===== src/rtl/cpu_defs.sv =====
// Shared definitions for the fetch stage slice.
// Contents: reset PC, bubble instruction, fetch-stage state encoding,
// IF->ID bus width and instruction-buffer width.
package cpu_defs;

  localparam logic [31:0] CPU_RESET_PC = 32'hbfc00000;
  localparam logic [31:0] CPU_NOP_INST = 32'h00000000;

  // {pc[31:0], inst[31:0], adel}
  localparam int unsigned FS_TO_DS_BUS_WD = 65;
  // {adel, inst[31:0]}
  localparam int unsigned FS_BUF_WD = 33;

  typedef enum logic [1:0] {
    EMPTY = 2'd0,  // no entry
    FRESH = 2'd1,  // entry data is on inst_sram_rdata this cycle
    HELD  = 2'd2   // entry data sits in the instruction buffer
  } fs_state_e;

endpackage


===== src/rtl/fetch_stage_if.sv =====
// Fetch-stage bus bundle: instruction SRAM read port plus the IF->ID
// valid/allowin handshake and presented entry.
// Modports:
//   master - fetch stage side (drives SRAM request and the decode entry)
//   slave  - environment side (SRAM model and decode stage)
interface fetch_stage_if;

  logic        inst_sram_en;
  logic [31:0] inst_sram_addr;
  logic [31:0] inst_sram_rdata;
  logic        ds_allowin;
  logic        fs_to_ds_valid;
  logic [31:0] fs_pc;
  logic [31:0] fs_inst;
  logic        fs_adel;

  modport master (
    output inst_sram_en, inst_sram_addr,
    input  inst_sram_rdata,
    input  ds_allowin,
    output fs_to_ds_valid, fs_pc, fs_inst, fs_adel
  );

  modport slave (
    input  inst_sram_en, inst_sram_addr,
    output inst_sram_rdata,
    output ds_allowin,
    input  fs_to_ds_valid, fs_pc, fs_inst, fs_adel
  );

endinterface


===== src/rtl/fs_inst_buf.sv =====
// Instruction buffer for the fetch stage: a load-enabled register holding
// {adel, inst}, plus the selection between the live SRAM-derived entry and
// the buffered copy.
// Ports:
//   clk, resetn  - clock, synchronous active-low reset (buffer clears to 0)
//   load         - capture fresh into the buffer
//   sel_fresh    - present fresh instead of the buffered entry
//   fresh        - {adel, inst} derived from the SRAM output this cycle
//   entry        - selected {adel, inst}
module fs_inst_buf
  import cpu_defs::*;
(
  input  logic                 clk,
  input  logic                 resetn,
  input  logic                 load,
  input  logic                 sel_fresh,
  input  logic [FS_BUF_WD-1:0] fresh,
  output logic [FS_BUF_WD-1:0] entry
);

  logic [FS_BUF_WD-1:0] buf_q;

  always_ff @(posedge clk) begin
    if (!resetn) begin
      buf_q <= '0;
    end else if (load) begin
      buf_q <= fresh;
    end
  end

  always_comb begin
    entry = sel_fresh ? fresh : buf_q;
  end

endmodule


===== src/rtl/fetch_stage.sv =====
// IF stage of the 5-stage MIPS pipeline.
// Issues instruction SRAM reads for fe_pc, absorbs the one-cycle SRAM
// latency, buffers the returned instruction while decode stalls and
// presents {pc, inst, adel} to decode under a valid/allowin handshake.
// pc_stall freezes the upstream PC register when no request is issued.
// Ports:
//   clk, resetn  - clock, synchronous active-low reset
//   fe_pc        - PC to fetch
//   flush        - drop the in-flight fetch and any held entry
//   pc_stall     - hold the PC register this cycle
//   bus          - fetch_stage_if.master: SRAM port and IF->ID entry
// Build option: define FS_ADEL_CHECK_EN to flag misaligned fetch PCs
// (no SRAM access, NOP presented with fs_adel=1); otherwise every request
// reads the SRAM and fs_adel stays 0.
module fetch_stage
  import cpu_defs::*;
#(
  parameter logic [31:0] RESET_PC = CPU_RESET_PC,
  parameter logic [31:0] NOP_INST = CPU_NOP_INST
) (
  input  logic                 clk,
  input  logic                 resetn,
  input  logic [31:0]          fe_pc,
  input  logic                 flush,
  output logic                 pc_stall,
  fetch_stage_if.master        bus
);

  fs_state_e            state, state_nxt;
  logic [31:0]          pc_q;
  logic                 adel_q;
  logic                 adel_now;
  logic                 valid;
  logic                 hs;
  logic                 req;
  logic                 buf_load;
  logic [FS_BUF_WD-1:0] fresh_entry;
  logic [FS_BUF_WD-1:0] entry;
  logic [FS_TO_DS_BUS_WD-1:0] fs_bus;

`ifdef FS_ADEL_CHECK_EN
  assign adel_now = (fe_pc[1:0] != 2'b00);
`else
  assign adel_now = 1'b0;
`endif

  always_comb begin
    valid    = (state != EMPTY) & ~flush;
    hs       = valid & bus.ds_allowin;
    // A new request goes out in the same cycle the current entry is taken,
    // giving one instruction per cycle when decode never stalls.
    req      = resetn & ~flush & ((state == EMPTY) | hs);
    pc_stall = resetn & ~flush & ~req;
    // SRAM output only stays valid for one cycle, so a stalled FRESH entry
    // must be captured before it disappears.
    buf_load = resetn & ~flush & (state == FRESH) & ~bus.ds_allowin;
  end

  always_comb begin
    state_nxt = state;
    if (!resetn || flush) begin
      state_nxt = EMPTY;
    end else if (req) begin
      state_nxt = FRESH;
    end else begin
      unique case (state)
        FRESH: begin
          if (hs) begin
            state_nxt = EMPTY;
          end else if (!bus.ds_allowin) begin
            state_nxt = HELD;
          end
        end
        HELD:    state_nxt = HELD;
        default: state_nxt = EMPTY;
      endcase
    end
  end

  always_ff @(posedge clk) begin
    if (!resetn) begin
      state  <= EMPTY;
      pc_q   <= RESET_PC;
      adel_q <= 1'b0;
    end else begin
      state <= state_nxt;
      if (req) begin
        pc_q   <= fe_pc;
        adel_q <= adel_now;
      end
    end
  end

  always_comb begin
    fresh_entry = {adel_q, (adel_q ? NOP_INST : bus.inst_sram_rdata)};
  end

  fs_inst_buf u_inst_buf (
    .clk       (clk),
    .resetn    (resetn),
    .load      (buf_load),
    .sel_fresh (state == FRESH),
    .fresh     (fresh_entry),
    .entry     (entry)
  );

  always_comb begin
    fs_bus = {pc_q, entry[31:0], entry[32]};
  end

  assign bus.inst_sram_en   = req & ~adel_now;
  assign bus.inst_sram_addr = fe_pc;
  assign bus.fs_to_ds_valid = valid;
  assign bus.fs_pc          = fs_bus[64:33];
  assign bus.fs_inst        = fs_bus[32:1];
  assign bus.fs_adel        = fs_bus[0];

endmodule


===== src/flat_wrapper.sv =====
// flat-port wrapper written by rule: the top's interface ports become plain ports
module fetch_stage_flat import cpu_defs::*;
#(
  parameter logic [31:0] RESET_PC = CPU_RESET_PC,
  parameter logic [31:0] NOP_INST = CPU_NOP_INST
)
  (clk, resetn, fe_pc, flush, pc_stall, bus_inst_sram_en, bus_inst_sram_addr, bus_inst_sram_rdata, bus_ds_allowin, bus_fs_to_ds_valid, bus_fs_pc, bus_fs_inst, bus_fs_adel);
  fetch_stage_if bus_i ();
  input  logic clk;
  input  logic resetn;
  input  logic [31:0] fe_pc;
  input  logic flush;
  output logic pc_stall;
  output wire logic [$bits(bus_i.inst_sram_en)-1:0] bus_inst_sram_en;
  output wire logic [$bits(bus_i.inst_sram_addr)-1:0] bus_inst_sram_addr;
  input wire logic [$bits(bus_i.inst_sram_rdata)-1:0] bus_inst_sram_rdata;
  input wire logic [$bits(bus_i.ds_allowin)-1:0] bus_ds_allowin;
  output wire logic [$bits(bus_i.fs_to_ds_valid)-1:0] bus_fs_to_ds_valid;
  output wire logic [$bits(bus_i.fs_pc)-1:0] bus_fs_pc;
  output wire logic [$bits(bus_i.fs_inst)-1:0] bus_fs_inst;
  output wire logic [$bits(bus_i.fs_adel)-1:0] bus_fs_adel;
  assign bus_inst_sram_en = bus_i.inst_sram_en;
  assign bus_inst_sram_addr = bus_i.inst_sram_addr;
  assign bus_i.inst_sram_rdata = bus_inst_sram_rdata;
  assign bus_i.ds_allowin = bus_ds_allowin;
  assign bus_fs_to_ds_valid = bus_i.fs_to_ds_valid;
  assign bus_fs_pc = bus_i.fs_pc;
  assign bus_fs_inst = bus_i.fs_inst;
  assign bus_fs_adel = bus_i.fs_adel;
  fetch_stage #(.RESET_PC(RESET_PC), .NOP_INST(NOP_INST)) u_core (.clk(clk), .resetn(resetn), .fe_pc(fe_pc), .flush(flush), .pc_stall(pc_stall), .bus(bus_i));
endmodule

===== config.mk =====
export PLATFORM = sky130hd
export DESIGN_NAME = fetch_stage_flat
export DESIGN_NICKNAME = d
export VERILOG_FILES = /design/src/rtl/cpu_defs.sv /design/src/rtl/fetch_stage_if.sv /design/src/rtl/fs_inst_buf.sv /design/src/rtl/fetch_stage.sv /design/src/flat_wrapper.sv
export SDC_FILE = /design/constraint.sdc
export NUM_CORES = 1
export LEC_CHECK = 0
export CORE_MARGIN = 4
export CORE_UTILIZATION = 41
export CTS_BUF_LIST = sky130_fd_sc_hd__clkbuf_16
export DETAILED_ROUTE_END_ITERATION = 7
export HOLD_SLACK_MARGIN = 0.15
export MAX_ROUTING_LAYER = met4
export PLACE_DENSITY = 0.8
export REMOVE_ABC_BUFFERS = 1
export SETUP_SLACK_MARGIN = 0.02
export SLEW_MARGIN = 30
export SYNTH_ARGS = -nofsm -noshare
export SYNTH_HDL_FRONTEND = slang
export SYNTH_SLANG_ARGS = --single-unit

===== constraint.sdc =====
create_clock -name clk -period 2 [get_ports clk]
set_input_delay 0.3 -clock clk [delete_from_list [all_inputs] [get_ports clk]]
set_output_delay 0.3 -clock clk [all_outputs]
set_load 0.01 [all_outputs]

-- After elaboration in Yosys (flattened, before gate mapping)
Index checks and enable logic that the tools add are counted.
- eq/ne operators: 4
- mux-type cells: 5
- bitwise gates (word level): 12
- reduce and logical (&&, ||, !) cells: 6
- operators with widths (kind ; count):
    $mux W32 ; 1
    $and A1 B1 Y1 ; 7
    $mux W2 ; 2
    $ne A4 B3 Y1 const B ; 1
    $not A1 Y1 ; 4
    $pmux W2 S2 ; 1
    $ne A3 B2 Y1 const B ; 1
    $reduce_or A3 Y1 ; 1
    $eq A2 B1 Y1 const B ; 1
    $eq A2 B2 Y1 const B ; 1
    $logic_not A2 Y1 ; 1
    $reduce_bool A2 Y1 ; 1
    $reduce_or A2 Y1 ; 1
    $logic_not A1 Y1 ; 1
    $logic_or A1 B1 Y1 ; 1
    $mux W1 ; 1
    $or A1 B1 Y1 ; 1
- flip-flop bits (word level): 66
- bits of input ports: 68
- output and inout port bits: 100

-- Logic depth before layout (Yosys ltp)
Gate-level depths: netlist (run 1).
- depth in word-level cells: 7
- mapped depth: 8
- gate-level depth less buffers: 5

-- Cells and area by module
From an unflattened synthesis (run 1), not the netlist that was laid out.
- cells, all modules: 319
- area total of the unflattened synthesis: 3470.8 µm²
- by module, submodules not included (module ; instances ; cells each ; area an instance (µm²)):
    fs_inst_buf ; 1 ; 143 ; 1820.5
    fetch_stage ; 1 ; 176 ; 1650.3

-- Worst setup path before layout (run 1)
OpenSTA, ideal clock, no wires.
- kind: reg-to-output
- start: register u_core.state[1]
- end: output port bus_fs_inst[0]
- data arrival time: 1.210 ns
- slack: 0.490 ns
- stages on the path, launching flop included: 6
- path buffers: 2
- cell sequence: dfxtp_1 -> inv_1 -> ha_1 -> buf_2 -> buf_2 -> mux2_2
- cells in the longest elaborated chain, start to end: 2
- ends and longest elaborated chain (item ; RTL line ; RTL):
    start, declared ; fetch_stage.sv:29 ; fs_state_e state, state_nxt;
    start signal, assigned ; fetch_stage.sv:86 ; state <= state_nxt;
    $eq A2 B1 Y1 ; fetch_stage.sv:102 ; .sel_fresh (state == FRESH),
    $mux W32 ; fs_inst_buf.sv:32 ; entry = sel_fresh ? fresh : buf_q;
    end, declared ; flat_wrapper.sv:20 ; output wire logic [$bits(bus_i.fs_inst)-1:0] bus_fs_inst;
No other way between the ends.

-- Worst setup path in the final report (run 1)
- start: register u_core.state[1]
- end: output port bus_fs_inst[6]
The elaborated chain is that of the path after synthesis.

==> results of run 1 <==
==> final cells by class <==
type / count / share of cell area
Sequential cell: 66 / 0.2495
Inverter: 25 / 0.01768
Tap cell: 105 / 0.02476
Timing Repair Buffer: 183 / 0.3391
Clock inverter: 7 / 0.01014
Clock buffer: 9 / 0.04244
Multi-Input combinational cell: 207 / 0.3164
==> tightest hold or removal path: cells and delay by family (launching register included) <==
kind             cells  cell delay, ns
DFF                  1            0.31
and+or+nand+nor      1            0.05
muxes                1            0.05
==> power by group <==
group          internal, mW  total, mW  switching, mW
clock                 0.940       1.48          0.545
sequential             1.38       1.41         0.0302
combinational         0.443      0.723          0.279
==> repair_timing <==
item	CTS	global route
endpoints found under the setup margin	34	10
setup buffers	4	0
cloned	2	0
gates resized for setup	112	4
==> registers in the layout, indices dropped and copies added (netlist names) <==
name / cells
u_core.u_inst_buf.buf_q: 32
u_core.bus.fs_pc: 32
u_core.state: 2
==> logic make-up after synthesis <==
kind of cell,after synthesis
flops,66
simple gates,105
buf+inv,80
other cells,1
mux,64
compound gates,34
fa+ha+maj,3
==> routing by layer <==
layer | share of wire | global-route usage | up-vias
li1 | - | - | 1384
met2 | 0.48 | 0.3023 | 123
met4 | 0.014 | 0.05181 | 0
met5 | 0 | - | -
met3 | 0.083 | 0.06228 | 14
met1 | 0.42 | 0.2158 | 1299
==> cells in the final DEF, fill, tap and decap left out, types with 2 or more instances in the layout <==
cell and count:
nand2b_1 9, dlygate4sd2_1 9, buf_2 23, nand2_1 58
mux2_2 34, clkbuf_16 9, nor2_1 2, mux2_4 7
buf_12 8, a21boi_2 30, mux2i_1 23, nand2_2 30
inv_1 27, buf_16 2, dfxtp_1 64, clkinv_1 2
clkdlybuf4s50_1 131, buf_4 7, dfxtp_2 2, a21boi_0 2
==> worst max-delay path by stage <==
stage / slack, ns / endpoint / depth (start not counted) / start
after floorplan: -0.80 / u_core.u_inst_buf.buf_q[0] / 5 / u_core.state[1]
after global placement: -0.03 / pc_stall / 4 / flush
after detailed placement: -0.06 / pc_stall / 4 / flush
after CTS: -0.01 / bus_fs_inst[28] / 6 / u_core.state[1]
after global routing: 0.005 / bus_fs_inst[29] / 5 / u_core.state[1]
final: 0.05 / bus_fs_inst[6] / 5 / u_core.state[1]
==> reports/results.tsv, run 1 <==
stage	metric	value	unit
outcome	status	finished clean	
setup_path	arrival	1.65	ns
logic_synthesis	synth-compound-area-share	0.1040	
logic_synthesis	synthSimpleGateAreaFrac	0.1527	
finish	finish.utilization	0.6394	
timing	setup_viol_count_final	0	
timing	hold_viol	0	
global_route	grt_pass1_vias	3036	
timing	fin_crit_sh	0.9744	
logic_synthesis	synth_top_family_by_area	multiplexers	
logic_synthesis	synth-edff-count	0	
global_route	grt_overflow	0	
clocking	clock_sinks	66	
logic_synthesis	synth_cell_types	28	
global_route	grt_max_degree	67	
pwr	irDropWorstVdd	0.4533	mV
clocking	clk_latency	0.32	ns
drt	ant_nets	0	
drt	drt-total-wl	9007	µm
timing	min_period	1.949	ns
placement	dp_hpwl	6423	µm
drt	first_pass_iters	4	
hold_path	min-delay-start	u_core.bus.fs_pc[9]	
timing	tns	0	ns
logic_synthesis	ys_warn_count	0	
finish	final_cells	602	
floorplanning	row_count	33	
setup_path	cp.required	1.70	ns
finish	nets	563	
finish	drive_gt1_frac	0.3280	
setup_path	path_cells	inv_2 -> ha_4 -> buf_12 -> mux2_2 -> dlygate4sd2_1	
logic_synthesis	ys.flop_type	dfxtp_1	
finish	final_area	5306	µm²
setup_path	r2r_end	u_core.u_inst_buf.buf_q[0]	
hold_path	timing.hold.worst_endpoint	u_core.bus.fs_pc[9]	
logic_synthesis	synthAdderAreaFrac	0.01065	
logic_synthesis	seq_area_frac_synth	0.3750	
setup_path	path_buf_inv	3	
setup_path	ff2ff_path_depth	9	
finish	syn_to_final_growth	50.60	%
drt	vias	2820	
setup_path	crit_path_max_incr_delay	0.33	ns
setup_path	worstPathMaxFanout	9	
global_route	grt_pass1_wl	14480	µm
clocking	clockBufferDepth	2	
placement	dpl_cell_area	5021	µm²
flow_run	drv_cap	0	
clocking	clk_pin_slew	0.05	ns
logic_synthesis	synth_area_leaders	dfxtp_1 38%, mux2_2 11%, a21boi_2 9.6%, buf_4 8.1%, mux2i_1 6.5%	
pwr	leakage	2.180	nW
logic_synthesis	synthArstFlopShare	0	
finish	num_antenna_cells	0	
drt	drc	0	
setup_path	critPathKind	reg -> out	
hold_path	hold_class	reg -> reg	
logic_synthesis	synth_top_area_frac	0.3750	
clocking	cts-root-buf	clkbuf_16	
global_route	antenna_found_initial	0	
logic_synthesis	synth_most_common_cell	dfxtp_1	
hold_path	hold_depth	2	
setup_path	end_kind	output pin	
logic_synthesis	muxShareOfSynthArea	0.2028	
floorplanning	io_pins	168	
timing	max_freq	0.5131	GHz
timing	setup_ws	0.05118	ns
clocking	postCtsHoldBufs	0	
timing	whs	0.4566	ns
drt	viasPerCell	4.684	
floorplanning	dieArea	10140	µm²
timing	skew	0.006783	ns
clocking	numCtsBuffers	9	
global_route	track_usage	0.1846	
logic_synthesis	synth_xor_area_frac	0	
finish	seqCellArea	1324	µm²
placement	dp.cells	580	
setup_path	crit_path_start_kind	register	
floorplanning	initial_core_util	0.4245	
timing	slew_violations	0	
placement	dp_slack	-0.06073	ns
setup_path	critPathTopFamily	buffers and inverters	
pwr	power.total	3.614	mW
placement	gp_congestion	0.8002	
drt	drtIter0Drc	42	
setup_path	rrSetupSlack	0.27	ns
floorplanning	die_y	100.7	µm
logic_synthesis	synthCells	353	
timing	rsz0062_at_grt	true	
pwr	pwr_density_cell	681.2	nW/µm²
setup_path	crit_slowest_cell	mux2_2	
logic_synthesis	ys_top_cells_by_count	66 x dfxtp_1, 58 x nand2_1, 38 x buf_4, 35 x mux2_2	
logic_synthesis	syn_area	3523	µm²
drt	wl_per_cell	14.96	µm
clocking	cts_tree	built	
logic_synthesis	synth_seq_cells	66	
finish	multi_input_area	1679	µm²
placement	io_buffers	166	
setup_path	rr_startpoint	u_core.state[1]	
floorplanning	core-area	8299	µm²
logic_synthesis	synth_largest_area_cell	dfxtp_1	
finish	nFillCells	712	
logic_synthesis	syn_avg_cell_area	9.981	µm²
floorplanning	die_w	100.7	µm
clocking	htreeDepth	3	
(Power assumes the default switching activity.)
==> run 2: changes to the inputs <==
--- a/config.mk
+++ b/config.mk
@@ -11,10 +11,11 @@
 export DETAILED_ROUTE_END_ITERATION = 7
 export HOLD_SLACK_MARGIN = 0.15
 export MAX_ROUTING_LAYER = met4
-export PLACE_DENSITY = 0.8
+export PLACE_DENSITY = 0.81
 export REMOVE_ABC_BUFFERS = 1
 export SETUP_SLACK_MARGIN = 0.02
 export SLEW_MARGIN = 30
 export SYNTH_ARGS = -nofsm -noshare
 export SYNTH_HDL_FRONTEND = slang
+export SYNTH_HIERARCHICAL = 1
 export SYNTH_SLANG_ARGS = --single-unit
==> run 2 against run 1 <==
Largest cell class unchanged. Cell count decreased by 3.8%. Combinational power decreased by 3.3%. Final area decreased by 0.83%. Clock power increased by 9%. Non-clock buffer count increased by 4. Die area decreased by 1.4%. First-iteration DRC count increased by 7.1%. Count of clock-buffer cells in the layout unchanged. Flip-flop and latch count increased by 1.
==> reports/results.tsv, run 2 <==
stage	metric	value	unit
global_route	grt_overflow	0	
setup_path	r2r_end	u_core/u_inst_buf/buf_q[3]	
setup_path	worstPathMaxFanout	7	
finish	layout_commonest_cell	clkdlybuf4s50_1	
setup_path	end_kind	output pin	
timing	whs	0.4353	ns
finish	layout_common_cells	130 x clkdlybuf4s50_1, 65 x dfxtp_1, 56 x mux2i_1	
setup_path	crit_start	u_core/state[1]	
placement	gp_congestion	0.7955	
clocking	cts_tree	built	
global_route	grt_max_degree	45	
setup_path	crit_path_start_kind	register	
setup_path	rr_startpoint	u_core/state[1]	
setup_path	crit_path_max_incr_delay	0.33	ns
pwr	leakage	2.176	nW
logic_synthesis	seq_area_frac_synth	0.3864	
logic_synthesis	synth_seq_cells	67	
finish	top_register	u_core/u_inst_buf/buf_q	
clocking	numCtsBuffers	9	
global_route	grt_pass1_wl	13090	µm
placement	dp_hpwl	6097	µm
clocking	htreeDepth	3	
finish	nets	540	
outcome	status	finished clean	
clocking	clk_pin_slew	0.05	ns
finish	num_antenna_cells	0	
logic_synthesis	synth-edff-count	0	
logic_synthesis	ys_top_cells_by_count	67 x dfxtp_1, 56 x mux2i_1, 35 x buf_4, 34 x nor2b_1, 30 x mux2_4	
setup_path	rrSetupSlack	0.14	ns
timing	setup_viol_count_final	0	
logic_synthesis	syn_avg_cell_area	10.88	µm²
floorplanning	core-area	8217	µm²
drt	drtIter0Drc	45	
pwr	power.total	3.737	mW
clocking	clockBufferDepth	2	
logic_synthesis	ys.flop_type	dfxtp_1	
timing	tns	0	ns
global_route	track_usage	0.1678	
logic_synthesis	synth_largest_area_cell	dfxtp_1	
pwr	pwr_density_cell	710.2	nW/µm²
timing	slew_violations	0	
timing	fin_crit_sh	0.9765	
placement	io_buffers	167	
timing	skew	0.004862	ns
setup_path	ff2ff_path_depth	8	
floorplanning	die_y	100.0	µm
timing	hold_viol	0	
logic_synthesis	syn_area	3471	µm²
global_route	antenna_found_initial	0	
setup_path	crit_slowest_cell	dfxtp_2	
drt	drc	0	
floorplanning	io_pins	168	
drt	viasPerCell	4.491	
drt	first_pass_iters	4	
logic_synthesis	synth_area_leaders	dfxtp_1 39%, mux2i_1 16%, mux2_4 13%, buf_4 7.6%, nor2b_1 6.1%	
logic_synthesis	synthCells	319	
hold_path	hold_depth	4	
floorplanning	dieArea	10000	µm²
timing	rsz0062_at_grt	true	
clocking	cts-root-buf	clkbuf_16	
setup_path	arrival	1.65	ns
drt	ant_nets	0	
finish	nFillCells	674	
placement	dp.cells	554	
timing	min_period	1.953	ns
finish	syn_to_final_growth	51.62	%
setup_path	crit_path_end	bus_fs_inst[3]	
logic_synthesis	synthArstFlopShare	0	
finish	largest_register_ff_count	33	
logic_synthesis	synth_most_common_cell	dfxtp_1	
hold_path	hold_class	in -> reg	
logic_synthesis	synth_top_area_frac	0.3864	
finish	finish.utilization	0.6405	
floorplanning	row_count	33	
floorplanning	die_w	100.0	µm
setup_path	cp.required	1.70	ns
finish	final_cells	579	
drt	vias	2600	
floorplanning	initial_core_util	0.4224	
logic_synthesis	ys_warn_count	6	
logic_synthesis	synth_cell_types	25	
clocking	clock_sinks	67	
setup_path	path_cells	inv_2 -> ha_4 -> buf_12 -> buf_4 -> mux2_4 -> clkdlybuf4s15_1	
finish	drive_gt1_frac	0.2194	
setup_path	critPathKind	reg -> out	
clocking	clk_latency	0.32	ns
pwr	irDropWorstVdd	0.5035	mV
timing	max_freq	0.5120	GHz
drt	wl_per_cell	14.17	µm
drt	drt-total-wl	8205	µm
flow_run	drv_cap	0	
global_route	grt_pass1_vias	2849	
-- run 2: changes by cell type after synthesis, moves of 3 or more --
| cell | delta |
|---|---|
| nand2_1 | -34 |
| nor2b_1 | +34 |
| mux2i_1 | +33 |
| a21boi_2 | -30 |
| nand2_2 | -30 |
| mux2_2 | -29 |
| mux2_4 | +24 |
| mux2_1 | +6 |
| buf_4 | -3 |
| clkbuf_4 | -3 |
-- run 2: how the worst min path moves through the flow --
| stage | from | end | slack [ns] |
|---|---|---|---|
| final | resetn | u_core/state[1] | 0.44 |
| after global routing | resetn | u_core/state[1] | 0.46 |
| after CTS | resetn | u_core/state[1] | 0.42 |
| after detailed placement | u_core/bus.fs_pc[2] | u_core/bus.fs_pc[2] | 0.45 |
| after global placement | u_core/bus.fs_pc[4] | u_core/bus.fs_pc[4] | 0.44 |
| after floorplan | flush | u_core/state[0] | 0.38 |
-- run 2: area by class of cell --
class | count | area, µm² | area share
clock buffer | 9 | 225.2 | 0.04280
clock inverter | 7 | 85.08 | 0.01617
timing repair buffer | 187 | 1747 | 0.3319
inverter | 25 | 93.84 | 0.01783
tap | 105 | 131.4 | 0.02496
multi-input combinational | 179 | 1637 | 0.3110
sequential | 67 | 1344 | 0.2553
-- run 2: power breakdown --
| group | internal (mW) | switching (mW) | leakage, nW |
|---|---|---|---|
| logic | 0.437 | 0.262 | 1.47 |
| registers | 1.40 | 0.0308 | 0.549 |
| clock network | 1.08 | 0.534 | 0.159 |
-- run 2: repair_timing --
item | 4_1_cts | 5_1_grt
setup endpoints to repair | 35 | 19
hold buffers | 0 | 0
cloned | 1 | 0
gates resized for setup | 61 | 48
setup buffers | 3 | 5
-- run 2: through the flow --
step / area (µm²) / setup slack [ns]
6_report: 5263 / 0.04706
5_1_grt: 5263 / 0.00008293
4_1_cts: 5273 / -0.07559
3_5_place_dp: 4961 / -0.1075
3_3_place_gp: 4961 / -0.1087
2_1_floorplan: 3052 / -1.542
-- run 2: worst max-delay path: cells and delay by family (launching register included) --
kind	cells	cell delay, ns
multiplexers	1	0.29
adder cells (fa/ha/maj)	1	0.18
flip-flops	1	0.33
buffers and inverters	4	0.54
-- run 2: cell families after synthesis --
| logic type | Yosys count | synth area share |
|---|---|---|
| buffers and inverters | 74 | 0.1489 |
| DFF | 67 | 0.3864 |
| muxes | 98 | 0.3302 |
| adders and majority gates | 3 | 0.01082 |
| AOI/OAI and AO/OA | 2 | 0.002881 |
| other | 1 | 0.001080 |
| and+or+nand+nor | 74 | 0.1197 |
-- run 2: per-layer routing --
metal / vias up / track usage / share of wire
met5: - / - / 0
met4: 0 / 0.05596 / 0.011
met3: 8 / 0.04934 / 0.083
met2: 118 / 0.2842 / 0.49
met1: 1170 / 0.1901 / 0.42
li1: 1304 / - / -
